**src/rtl/float_key_byte_extractor.sv**
```systemverilog
// Key-byte extractor after the float adder: takes an IEEE-754 single and
// emits one 8-bit window of its fixed-point magnitude through a 2-stage stallable pipe.
module float_key_byte_extractor #(
  parameter int SKIP  = 0,
  parameter int CNT_W = 16
) (
  input  logic             clk,
  input  logic             rst_n,
  input  logic             in_valid,
  output logic             in_ready,
  input  logic [31:0]      in_data,
  input  logic             in_exc,
  output logic             out_valid,
  input  logic             out_ready,
  output logic [7:0]       out_byte,
  output logic [CNT_W-1:0] out_count,
  output logic [7:0]       err_count
);

  logic             s1_valid_q, s1_bad_q;
  logic [23:0]      s1_sig_q;
  logic [9:0]       s1_shift_q;
  logic             s2_valid_q;
  logic [7:0]       s2_byte_q;
  logic [CNT_W-1:0] out_count_q, out_count_d;
  logic [7:0]       err_count_q, err_count_d;

  logic       advance, drop, out_xfer;
  logic [7:0] in_exp;
  logic [9:0] shift_d, neg_shift;
  logic [7:0] byte_d;

  assign advance  = !s2_valid_q || out_ready;
  assign in_ready = advance;
  assign drop     = advance && s1_valid_q && s1_bad_q;
  assign out_xfer = s2_valid_q && out_ready;

  assign in_exp = in_data[30:23];
  // Two's-complement left-shift amount; bit 9 is the sign.
  assign shift_d   = 10'(in_exp) + 10'(SKIP) - 10'd142;
  assign neg_shift = 10'd0 - s1_shift_q;

  // NOTE: every always_comb output gets a default first so no path can infer a latch.
  always_comb begin
    byte_d = 8'h00;
    if (!s1_shift_q[9]) begin
      if (s1_shift_q < 10'd8) byte_d = s1_sig_q[7:0] << s1_shift_q[2:0];
    end else if (neg_shift < 10'd24) begin
      byte_d = 8'(s1_sig_q >> neg_shift[4:0]);
    end
  end

  assign out_count_d = out_count_q + CNT_W'(out_xfer);
  assign err_count_d = (drop && err_count_q != 8'hFF) ? err_count_q + 8'd1 : err_count_q;

  // NOTE: sequential state uses non-blocking assignments so every register samples pre-edge values.
  always_ff @(posedge clk or negedge rst_n) begin
    if (!rst_n) begin
      s1_valid_q <= 1'b0;
      s1_bad_q   <= 1'b0;
      s1_sig_q   <= '0;
      s1_shift_q <= '0;
      s2_valid_q <= 1'b0;
      s2_byte_q  <= 8'h00;
    end else if (advance) begin
      s1_valid_q <= in_valid;
      s1_bad_q   <= in_exc || (&in_exp);
      s1_sig_q   <= {|in_exp, in_data[22:0]};
      s1_shift_q <= shift_d;
      s2_valid_q <= s1_valid_q && !s1_bad_q;
      if (s1_valid_q && !s1_bad_q) s2_byte_q <= byte_d;
    end
  end

  always_ff @(posedge clk or negedge rst_n) begin
    if (!rst_n) begin
      out_count_q <= '0;
      err_count_q <= 8'h00;
    end else begin
      out_count_q <= out_count_d;
      err_count_q <= err_count_d;
    end
  end

  assign out_valid = s2_valid_q;
  assign out_byte  = s2_byte_q;
  assign out_count = out_count_q;
  assign err_count = err_count_q;

endmodule

```
**config.mk**
```make
export PLATFORM = sky130hd
export DESIGN_NAME = float_key_byte_extractor
export DESIGN_NICKNAME = d
export VERILOG_FILES = /design/src/rtl/float_key_byte_extractor.sv
export SDC_FILE = /design/constraint.sdc
export NUM_CORES = 1
export LEC_CHECK = 0
export CORE_ASPECT_RATIO = 0.9
export CORE_MARGIN = 1
export CORE_UTILIZATION = 58
export DETAILED_ROUTE_END_ITERATION = 7
export PLACE_DENSITY = 0.95
export SETUP_SLACK_MARGIN = 0.05
export SYNTH_ARGS = -nofsm -noshare
export SYNTH_HDL_FRONTEND = slang
export SYNTH_SLANG_ARGS = --single-unit
```
**constraint.sdc**
```tcl
create_clock -name clk -period 7.5 [get_ports clk]
set_clock_uncertainty 0.05 [all_clocks]
set_input_delay 0.75 -clock clk [delete_from_list [all_inputs] [get_ports clk]]
set_output_delay 0.75 -clock clk [all_outputs]
set_load 0.05 [all_outputs]
```
==> impl_metrics.toml <==
[finish]
nNetsFinal = 479
diodes = 0
areaGrowthSynthToFinish_pct = 22.0
drive_above_1_share_pct = 18.8
layout.cells.non_filler = 531

[drt]
wl_met2_mm = 4.81
wl_met3_um = 981
routed.top_layer = "met4"
drt_iter0_drc = 351
vias = 3406
m1WireLength_mm = 4.11
drt_wl_total_mm = 10.1
vias_per_cell = 6.41
firstDrtPassIters = 7
wl_per_cell_um = 19.0
ant_nets = 0
drc = 0

[sta]
worst_pin_slew_ns = 0.922
slew_headroom_pct = 38.1
hold_viol = 0
holdWs_ns = 0.452
setup_viol = 0
post-route-min-period_ns = 3.50
rsz0062_at_grt = "false"
final.period_utilization_pct = 46.7
timing.final.ws_setup_ns = 4.00
clock.fmax_mhz = 285
final.setup.tns_ns = 0
finalMaxSlewViolations = 0

[yosys]
syn_inst = 375
synthesis.area_sq_mm = 0.00418
yosys.area.top_type = "dfrtp_1"
synth-seq-cells = 68
synth_fp_nets = 417
synth_top_area_share_pct = 40.7
ys_warn_count = 0
synth_edf_count = 0
synth-main-ff-cell = "dfrtp_1"
postSynth.asyncResetShare_pct = 100
ys_seq_area_share_pct = 40.7
avgSynthCellArea_sq_um = 11.1
ys_top_cells_by_area = "dfrtp_1, mux4_2, mux2_2, xnor2_1, nor2_1"
ys_types = 50

[job]
maxCapViolCount = 0

[die]
die_w_um = 91.5
start_util_pct = 61.8
dieArea_sq_mm = 0.00755
rows = 28
core_sq_mm = 0.00676
pin_count = 71
die_h_um = 82.5

[clocking]
clockBufferDepth = 2
clockRootBuffer = "clkbuf_8"
cts_hold_buf = 0
clk_latency_ns = 0.36
post-cts-setup-buffers = 0
numClockSinks = 68
tritoncts = "yes"
numCtsBuffers = 9
cts_resized = 0
clk_pin_slew_ns = 0.07
htreeDepth = 3

[pwr]
irDropWorstVdd_mv = 0.243
leakagePower_uw = 0.00201
cellPowerDensity_mw_per_mm2 = 280
p_total_uw = 1430

[setup_path]
r2r_cells = 8
worstPathArrival_ns = 2.70
worstSetupStartpointType = "input port"
rrSetupSlack_ns = 4.05
critPathRequiredTime_ns = 6.70
startpoint = "out_ready"
worstSetupPathType = "in2out"
r2r-start = "s1_shift_q[0]"
end_kind = "primary output"
crit_fanout = 52
timing.rr.end = "out_byte[0]"

[grt]
grt_pass1_vias = 3190
grt-ovfl-total = 0
grt_antenna_before_repair = 0
track_usage_pct = 28.8
grt_max_degree = 69
grt_first_pass_wirelength_mm = 16.4

[worst_hold_path]
hold_depth = 1
hold_end = "out_count[9]"
hp-start = "out_count[9]"
min_path_type = "reg2reg"

[placement]
globalplace.congestion = 0.910
hpwl_mm = 7.27
port_buffers = 69
dp.cells = 516
place_ws_ns = 3.99

[status]
outcome = "finished clean"
## cell families (layout without fill, tap and decap cells)
kind of cell / Yosys count / count (layout) / share of synthesized area (%)
AND/OR/NAND/NOR: 111 / 111 / 13.4
flip-flops: 68 / 68 / 40.7
AO/OA/AOI/OAI: 67 / 67 / 10.6
multiplexers: 67 / 67 / 24.8
XOR/XNOR: 29 / 29 / 6.08
buffers and inverters: 28 / 94 / 2.93
adder cells (fa/ha/maj): 5 / 5 / 1.50
## cell usage after synthesis (all sizes together), types with 4 or more instances
cell	number
and3	6
xnor2	19
buf	11
ha	5
o21ai	17
xor2	10
dfrtp	68
nand2	26
mux2i	10
nand2b	4
mux4	26
a221oi	4
nand3	16
clkbuf	11
inv	5
nor2	27
mux2	31
nor3	11
a31oi	6
nand3b	4
a21oi	19
## placed cells by master (no fill, tap or decap), types with 4 or more instances in the layout
cell	synthesis	routed
inv_1	5	5
nand3b_1	4	4
and3_1	6	6
mux2_2	31	31
nor3_1	11	11
a21oi_1	19	19
xor2_1	10	10
nor2_1	27	27
dfrtp_1	68	68
mux4_2	26	26
nand2_1	26	26
clkdlybuf4s50_1	0	68
buf_4	0	4
o21ai_1	6	6
xnor2_1	19	19
clkbuf_8	0	9
a221oi_1	4	4
mux2i_1	10	10
nand3_1	15	15
ha_1	5	5
o21ai_0	11	11
a31oi_1	5	5
## worst max path at each step
stage                        to  slack (ns)  cells past startpoint
finish                 in_ready        4.00                      4
global route           in_ready        3.89                      4
CTS                    in_ready        3.98                      4
detailed placement     in_ready        3.99                      4
global placement       in_ready        4.03                      4
floorplan           out_byte[5]        4.08                     11
## where the power goes
part / switching [uW] / internal [uW]
clock: 145 / 151
combinational: 352 / 270
sequential: 84.4 / 426
total: 581 / 848
## layout make-up
| cell class | count | area (sq um) |
|---|---|---|
| Clock buffer | 9 | 124 |
| Clock inverter | 6 | 66.3 |
| Fill cell | 438 | 1660 |
| Inverter | 6 | 22.5 |
| Multi-Input combinational cell | 279 | 2360 |
| Sequential cell | 68 | 1700 |
| Tap cell | 90 | 113 |
| Timing Repair Buffer | 73 | 716 |
## critical path, stage by stage
cell and delay, ns:
clkdlybuf4s50_1 0.47, nand2b_2 0.11, buf_4 0.45, clkdlybuf4s50_1 0.92
## per-stage QoR
step	utilization (%)	instance area (sq um)
after floorplan	-	4180
after global placement	72.6	4910
after detailed placement	72.6	4910
after CTS	75.4	5100
after global routing	75.4	5100
final	75.4	5100
## per-layer routing
metal | vias to the layer above | global-route usage, %
li1 | 1538 | -
met3 | 24 | 8.42
met2 | 200 | 44.9
met4 | 0 | 10.3
met5 | - | 0
met1 | 1644 | 39.0
## registers in the layout, summed over array words and instances, names as in the netlist
signal	flops
err_count	8
out_byte	8
out_count	16
out_valid	1
s1_bad_q	1
s1_shift_q	9
s1_sig_q	24
s1_valid_q	1
Power figures use the tool's default switching activity.
